**src/rtl/serial_magnitude_comparator.sv**
```systemverilog
// serial_magnitude_comparator: bit-serial MSB-first unsigned compare of two latched operands
module serial_magnitude_comparator #(
  parameter int WIDTH = 8,
  parameter bit EARLY_EXIT = 1'b1
) (
  input  logic                       clk,
  input  logic                       reset_n,
  input  logic                       start,
  input  logic [WIDTH-1:0]           a_in,
  input  logic [WIDTH-1:0]           b_in,
  output logic                       busy,
  output logic                       done,
  output logic                       smaller,
  output logic                       equal,
  output logic                       greater,
  output logic [$clog2(WIDTH+1)-1:0] bits_examined
);
  localparam int IW = $clog2(WIDTH);
  localparam int CW = $clog2(WIDTH+1);
  localparam logic [1:0] IDLE = 2'd0, COMPARE = 2'd1, DONE = 2'd2;
  logic [1:0]       state;
  logic [WIDTH-1:0] a_q, b_q;
  logic [IW-1:0]    idx;
  logic             gt, lt, first;
  // gt/lt hold the verdict privately so the outputs stay 0 until done
  always_comb first = (a_q[idx] ^ b_q[idx]) && !gt && !lt;
  always_ff @(posedge clk or negedge reset_n) begin
    if (!reset_n) begin
      state <= IDLE;
      a_q <= '0;
      b_q <= '0;
      idx <= '0;
      gt <= 1'b0;
      lt <= 1'b0;
      busy <= 1'b0;
      done <= 1'b0;
      smaller <= 1'b0;
      equal <= 1'b0;
      greater <= 1'b0;
      bits_examined <= '0;
    end else begin
      done <= 1'b0;
      if (state == IDLE) begin
        if (start) begin
          a_q <= a_in;
          b_q <= b_in;
          idx <= IW'(WIDTH-1);
          gt <= 1'b0;
          lt <= 1'b0;
          bits_examined <= '0;
          smaller <= 1'b0;
          equal <= 1'b0;
          greater <= 1'b0;
          busy <= 1'b1;
          state <= COMPARE;
        end
      end else if (state == COMPARE) begin
        bits_examined <= bits_examined + CW'(1);
        if (first) begin
          gt <= a_q[idx];
          lt <= b_q[idx];
        end
        if ((EARLY_EXIT && first) || idx == '0) begin
          busy <= 1'b0;
          state <= DONE;
        end else idx <= idx - IW'(1);
      end else if (state == DONE) begin
        done <= 1'b1;
        greater <= gt;
        smaller <= lt;
        equal <= !gt && !lt;
        state <= IDLE;
      end else state <= IDLE;
    end
  end
endmodule

```
**config.mk**
```make
export PLATFORM = sky130hd
export DESIGN_NAME = serial_magnitude_comparator
export DESIGN_NICKNAME = d
export VERILOG_FILES = /design/src/rtl/serial_magnitude_comparator.sv
export SDC_FILE = /design/constraint.sdc
export NUM_CORES = 1
export LEC_CHECK = 0
export CAP_MARGIN = 10
export CELL_PAD_IN_SITES_DETAIL_PLACEMENT = 0
export CELL_PAD_IN_SITES_GLOBAL_PLACEMENT = 1
export CORE_MARGIN = 4
export CORE_UTILIZATION = 25
export CTS_BUF_LIST = sky130_fd_sc_hd__clkbuf_8
export CTS_CLUSTER_SIZE = 28
export DETAILED_ROUTE_END_ITERATION = 12
export GPL_TIMING_DRIVEN = 0
export PLACE_DENSITY_LB_ADDON = 0.08
export REMOVE_ABC_BUFFERS = 1
export SETUP_SLACK_MARGIN = 0.5
export SYNTH_ARGS = -nofsm -noshare
export SYNTH_HDL_FRONTEND = slang
export SYNTH_SLANG_ARGS = --single-unit
```
**constraint.sdc**
```tcl
create_clock -name clk -period 4.4 [get_ports clk]
set_input_delay 0.88 -clock clk [delete_from_list [all_inputs] [get_ports clk]]
set_output_delay 0.88 -clock clk [all_outputs]
set_load 0.02 [all_outputs]
```
Word level (Yosys, flattened, before mapping)
Index checks and enable logic that the tools add are counted.
Word-level totals
  input port bits: 19
  flip-flop bits (word level): 32
  logic and storage cells: 79
  output and inout bits: 9
Cells by class
  add/sub/neg operators: 2
  eq/ne operators: 6
  reduce and logical (&&, ||, !) cells: 19
  mux-type cells: 38
  magnitude comparators: 1
  bitwise gates (word level): 1
Operator list (number)
  2-to-1 mux 1 bit: 25
  2-to-1 mux 3 bit: 4
  2-to-1 mux 4 bit: 3
  AND reduction 3 bit: 4
  2-to-1 mux 2 bit: 4
  nonzero test 2 bit: 4
  binary-select mux 1 bit (select 3 bit): 2
  inequality test 2 bit (second input constant): 3
  AND reduction 2 bit: 3
  adder 4 x 1 -> 4 bit (second input constant): 1
  < comparator 3 x 4 -> 1 bit (second input constant): 1
  logical AND 1 bit: 3
  logical NOT 3 bit: 1
  inequality test 3 x 2 -> 1 bit (second input constant): 1
  subtractor 3 x 1 -> 3 bit (second input constant): 1
  equality test 2 x 1 -> 1 bit (second input constant): 1
  equality test 2 bit (second input constant): 1
  logical NOT 1 bit: 2
  logical NOT 2 bit: 1
  logical OR 1 bit: 1
  bitwise XOR 1 bit: 1

Longest topological paths before layout
Gate-level depths: netlist (run 1).
  depth after elaboration: 9
  mapped depth: 7
  depth with buffers taken out: 6

Worst setup path after synthesis (run 1)
Ideal clock, no wire load.
  kind: reg-to-reg
  start: register idx[0]
  end: register busy
  library setup time: 0.120 ns
  clock period less this slack: 1.901 ns
  stages on the path, launching flop included: 7
  setup slack: 2.499 ns
  arrival time: 1.781 ns
  data required time: 4.280 ns
  buffers on the path: 1
  cell sequence: dfrtp_1 > buf_6 > mux4_2 > mux2_2 > xor2_2 > nand2b_4 > a31o_1
Between the ends
  longest elaborated chain between the ends: 8
  elaborated cells on any way between the ends: 11
  those cells by class: mux (4); bitwise (1); reduce/logical (6)
RTL lines
  start: declaration: RTL line 23  | logic [IW-1:0] idx;
  start signal: assignment: RTL line 47  | idx <= IW'(WIDTH-1);
  start signal: assignment: RTL line 66  | end else idx <= idx - IW'(1);
  binary-select mux 1 bit (select 3 bit): RTL line 26  | always_comb first = (a_q[idx] ^ b_q[idx]) && !gt && !lt;
  2-to-1 mux 1 bit (implied by the code): RTL line 26
  bitwise XOR 1 bit: RTL line 26
  logical AND 1 bit (2 in a row): RTL line 26
  logical OR 1 bit *: RTL line 63  | if ((EARLY_EXIT && first) || idx == '0) begin
  nonzero test 2 bit (no line) *
  AND reduction 3 bit (no line) *
  end signal: assignment: RTL line 35  | busy <= 1'b0;
  end signal: assignment: RTL line 54  | busy <= 1'b1;
  end signal: assignment: RTL line 64  | busy <= 1'b0;
  end: declaration: RTL line 11  | output logic busy,
Every way passes the cells marked *; elsewhere a longest branch is shown, timed or not. The select of a mux whose other input is x is not followed.
A chain may end at the register's enable or synchronous reset.

Worst setup path in the final report (run 1)
  start: input start
  end: register idx[2]
Between the ends
  longest elaborated chain between the ends: 2
RTL lines
  start: declaration: RTL line 8  | input logic start,
  inequality test 2 bit (no line)
  AND reduction 3 bit (no line)
No other way between the ends.

==> reports/metrics.yaml, run 1 <==
status: "finished clean"
finalSetupTns_ps: 0
rows: 27
route.antenna.remaining_nets: 0
rsz0062_at_grt: "false"
hp-start: "b_q[2]"
clock_latency_ps: 280
clk_path_buf_depth: 2
track_usage: 0.09331
clock_sinks: 32
diodes: 0
path_class: "input pin to register"
cellPowerDensity_nw_per_um2: 725.7
nFillCells: 611
wl_per_cell_microns: 12.67
endpoint: "idx[2]"
worstHoldPathType: "register to register"
min_period_ps: 2438
worstMarginPinSlew_ps: 849.4
hpwl_microns: 2186
gp_congestion: 0.7136
postCtsSetupBuffers: 0
core_sq_um: 5675
cpPeakStageDelay_ps: 740
hold_path_depth: 2
clk_pin_slew_ps: 70
cts_tree: "yes"
viasPerCell: 4.412
drt_wl_total_microns: 3103
slowest_stage: "or3b_1"
synth-seq-area-share: 0.5338
ios: 28
seq_area_sq_um: 800.8
area_growth_pct: 28.36
yosysUniqueCellTypes: 36
slew_headroom: 0.4337
drive_above_1_share: 0.09827
fmax_mhz: 410.1
final_util: 0.3393
layout_common_cells: "nand2_1, dfrtp_1, clkdlybuf4s50_1"
start_util: 0.2643
cts-root-buf: "clkbuf_8"
rr_worst_depth: 5
grt_first_pass_wirelength_microns: 5361
cts_inserted_buffers: 5
yosysWarnings: 0
r2r_start: "idx[0]"
layout_commonest_cell: "nand2_1"
antenna_found_initial: 0
num_vias: 1081
overflow: 0
final_cells: 245
drt_pass1_iterations: 4
path_max_fanout: 24
hold_viol: 0
first_global_vias: 1112
skew_ps: 4.418
fp.dieW_microns: 85.47
drt_iter0_drc: 32
ys_ff_latch: 32
p_leak_nw: 0.8982
regToRegSetupSlack_ps: 2250
cap_violations: 0
fin_nets: 194
cp-end-kind: "register"
critPathBufInv: 1
timing.final.ws_setup_ps: 1962
synth_area_sq_um: 1500
slew_viol_final: 0
synthCells: 144
synth.avg_cell_area_sq_um: 10.42
preCtsSetupSlack_ps: 1625
critPathTopFamily: "simple AND/OR/NAND/NOR gates"
io_buffer_count: 27
peakVddDrop_v: 0.0001853
cts-resized-gates: 0
cp-startpoint: "start"
worstPathCellList: "clkdlybuf4s50_1 > or3b_1 > nand2_1 > o31ai_1 > a41oi_1"
grt_max_degree: 33
remaining_drc_errors: 0
cts.hold.buffers_added: 0
fin_crit_sh: 0.5541
die_y_microns: 85.47
dp_cells: 237
setup_viol: 0
multiInputGateArea_sq_um: 660.6
start_kind: "input pin"
rr_endpoint: "idx[0]"
cts-htree-levels: 2
die_area_sq_um: 7304
cp_data_arrival_time_ps: 2580
worst-path-stages: 5
required_ps: 4540
## worst min-delay path: cells and delay by family (launching register included)
family / cells / cell delay (ps)
flops: 1 / 340
simple gates: 2 / 100
## worst min path at each step
stage | endpoint | slack, ps
floorplan | b_q[1] | 440
global placement | b_q[2] | 450
detailed placement | b_q[2] | 460
CTS | b_q[2] | 480
global route | a_q[3] | 490
finish | b_q[2] | 470
## stage by stage
step	instance area [sq um]	total power, mW	hold WS [ps]
2_1_floorplan	1464	0.9886	437.3
3_3_place_gp	1824	1.181	451.2
3_5_place_dp	1836	1.190	458.8
4_1_cts	1926	1.429	475.3
5_1_grt	1926	1.519	490.2
6_report	1926	1.397	467.2
## kinds of logic after synthesis
logic type,after synthesis,share of synthesized area
DFF,32,0.5338
AOI/OAI and AO/OA,17,0.09341
and+or+nand+nor,76,0.2202
muxes,6,0.08757
adders and majority gates,3,0.02502
buffers and inverters,9,0.02918
xor gates and xnor gates,1,0.01085
## state kept, by name (all words and copies together), names as in the netlist
signal and count:
a_q 8, b_q 8, bits_examined 4, busy 1, done 1, equal 1, greater 1, gt 1
idx 3, lt 1, smaller 1, state 2
## cells in the mapped netlist
library cell / count / area [sq um]
o21ai_0: 1 / 5.000
mux2_2: 1 / 11.26
dfrtp_1: 32 / 800.8
nand3_1: 4 / 20.02
clkbuf_1: 4 / 15.01
a22o_1: 3 / 26.28
nand4_1: 1 / 6.260
nor3_1: 4 / 20.02
inv_1: 2 / 7.510
nand2_1: 56 / 210.2
nand2b_1: 1 / 6.260
or3b_1: 1 / 8.760
a32o_1: 1 / 10.01
a41oi_1: 1 / 8.760
mux2i_4: 1 / 22.52
o31ai_1: 1 / 7.510
a31o_1: 1 / 8.760
nor2b_1: 2 / 12.51
clkbuf_2: 1 / 5.000
xor2_2: 1 / 16.27
o21ai_1: 3 / 15.01
a21o_1: 1 / 7.510
nand2b_4: 1 / 13.76
ha_1: 3 / 37.54
mux4_1: 2 / 52.55
buf_6: 1 / 11.26
nor2_1: 3 / 11.26
and2_1: 1 / 6.260
o41ai_1: 1 / 8.760
buf_2: 1 / 5.000
mux4_2: 2 / 45.04
nor3b_1: 1 / 7.510
a21oi_1: 1 / 5.000
a311oi_2: 2 / 30.03
o21bai_1: 1 / 7.510
or2b_1: 1 / 7.510
## report_power, final
group,total (mW),switching [mW],internal (mW)
registers,0.527,0.104,0.424
clock network,0.226,0.103,0.123
logic,0.644,0.329,0.315
## area by class of cell
| type | instances | share of cell area |
|---|---|---|
| clock buffers | 6 | 0.04288 |
| clock inverters | 2 | 0.003899 |
| inverters | 2 | 0.003899 |
| multi-input cells | 103 | 0.3431 |
| flip-flops and latches | 32 | 0.4159 |
| well taps | 72 | 0.04678 |
| repair buffers | 28 | 0.1436 |
## layer usage
| layer | global-route usage | share of wire |
|---|---|---|
| met5 | 0 | 0 |
| met4 | 0.03453 | 0.015 |
| met3 | 0.03786 | 0.054 |
| met2 | 0.1497 | 0.49 |
| met1 | 0.1120 | 0.44 |
(Power assumes the default switching activity.)
==> run 2: changes to the inputs <==
==> constraint.sdc (replaced) <==
create_clock -name clk -period 2.2 [get_ports clk]
set_input_delay 0.44 -clock clk [delete_from_list [all_inputs] [get_ports clk]]
set_output_delay 0.44 -clock clk [all_outputs]
set_load 0.02 [all_outputs]
==> reports/metrics.yaml, run 2 (synthesis gave the netlist of run 1 again) <==
slew_headroom: 0.5087
cts-root-buf: "clkbuf_8"
slew_viol_final: 0
required_ps: 2380
fin_crit_sh: 0.8950
pwr-share-clk: 0.151
hold_viol: 0
wl_per_cell_microns: 12.85
antenna_found_initial: 0
track_usage: 0.09450
pwr-share-comb: 0.496
grt_first_pass_wirelength_microns: 5430
p_leak_nw: 0.9726
cap_violations: 0
nFillCells: 597
layout_common_cells: "nand2_1, dfrtp_1, clkdlybuf4s50_1"
gp_congestion: 0.7136
fin_nets: 198
skew_ps: 3.649
rsz0062_at_grt: "true"
p_seq_frac: 0.354
num_vias: 1117
drt_wl_total_microns: 3199
whs_ps: 214.8
worstHoldPathType: "input pin to async pin"
die_y_microns: 85.47
first_global_vias: 1131
power_switching_mw: 1.170
power.internal_mw: 1.850
r2r_start: "idx[0]"
cts-htree-levels: 2
drt_pass1_iterations: 4
drive_above_1_share: 0.1582
multiInputGateArea_sq_um: 696.9
status: "finished clean"
finalSetupTns_ps: 0
io_buffer_count: 27
drt_iter0_drc: 71
viasPerCell: 4.486
seq_area_sq_um: 802.0
layout_commonest_cell: "nand2_1"
clock_latency_ps: 280
remaining_drc_errors: 0
hpwl_microns: 2186
min_period_ps: 1969
setup_viol: 0
start_kind: "register"
start_util: 0.2643
peakVddDrop_v: 0.0005299
rows: 27
route.antenna.remaining_nets: 0
ios: 28
path_max_fanout: 6
worstMarginPinSlew_ps: 736.9
cp_data_arrival_time_ps: 2150
clk_pin_slew_ps: 60
cellPowerDensity_nw_per_um2: 1514
overflow: 0
fp.dieW_microns: 85.47
cp-startpoint: "idx[0]"
top_regs: "a_q: 8 flops, b_q: 8 flops, bits_examined: 4 flops"
die_area_sq_um: 7304
core_sq_um: 5675
clock_sinks: 32
cts.hold.buffers_added: 0
clk_path_buf_depth: 2
dp_cells: 237
path_class: "register to register"
grt_max_degree: 33
area_growth_pct: 32.94
final_cells: 249
p_sw_frac: 0.3875
cp-end-kind: "register"
diodes: 0
fmax_mhz: 507.9
cts_tree: "yes"
cts_inserted_buffers: 5
regToRegSetupSlack_ps: 230
run 2: cell count changes in the layout (fill, tap and decap cells not counted), moves of 2 or more:
| cell | previous run | this run |
|---|---|---|
| mux4_2 | 2 | 4 |
| dlymetal6s2s_1 | 0 | 2 |
| buf_4 | 0 | 3 |
| clkdlybuf4s50_1 | 26 | 18 |
| dlygate4sd2_1 | 0 | 6 |
| mux4_1 | 2 | 0 |
run 2: per-layer routing:
| layer | global-route usage | wire length (microns) | vias to the layer above |
|---|---|---|---|
| met3 | 0.03786 | 161 | 7 |
| li1 | - | - | 554 |
| met4 | 0.03453 | 57 | 0 |
| met2 | 0.1511 | 1543 | 21 |
| met5 | 0 | 0 | - |
| met1 | 0.1144 | 1436 | 535 |
run 2: timing repair:
action,CTS,global route
pin swaps,6,3
setup endpoints to repair,34,20
gates resized for setup,14,6
buffers inserted,4,0
run 2: power groups by stage:
stage / registers, mW / logic (mW) / clock network (mW)
finish: 1.07 / 1.50 / 0.455
global route: 1.12 / 1.65 / 0.504
CTS: 1.07 / 1.49 / 0.475
detailed placement: 1.07 / 1.31 / 0
global placement: 1.07 / 1.30 / 0
floorplan: 1.08 / 0.892 / 0
run 2: cell type report:
class | instances | share of cell area
Inverter | 2 | 0.003764
Clock buffer | 6 | 0.04141
Sequential cell | 32 | 0.4021
Clock inverter | 2 | 0.003764
Multi-Input combinational cell | 103 | 0.3494
Timing Repair Buffer | 32 | 0.1543
Tap cell | 72 | 0.04517
run 2: worst max-delay path, cell delays in order, from the launching register on:
cell and delay, ps:
dfrtp_2 470, mux4_2 530, mux2_4 310, xor2_4 170, nand2b_4 190, a311oi_2 200
run 2: final timing paths:
kind,cells after the start,end
max,5,idx[0]
min,1,bits_examined[2]
max reg2reg,5,idx[0]
min reg2reg,2,a_q[3]
max in group asynchronous,1,idx[0]
min in group clk,2,a_q[3]
run 2: through the flow:
| step | worst slack, ps | cell area (sq um) | power [mW] | util |
|---|---|---|---|---|
| 5_1_grt | 148.4 | 1994 | 3.270 | 0.3514 |
| 3_3_place_gp | -1217 | 1824 | 2.361 | 0.3214 |
| 3_5_place_dp | -135.3 | 1836 | 2.381 | 0.3234 |
| 6_report | 231.1 | 1994 | 3.020 | 0.3514 |
| 4_1_cts | 177.0 | 1974 | 3.036 | 0.3479 |
| 2_1_floorplan | 137.2 | 1464 | 1.977 | - |
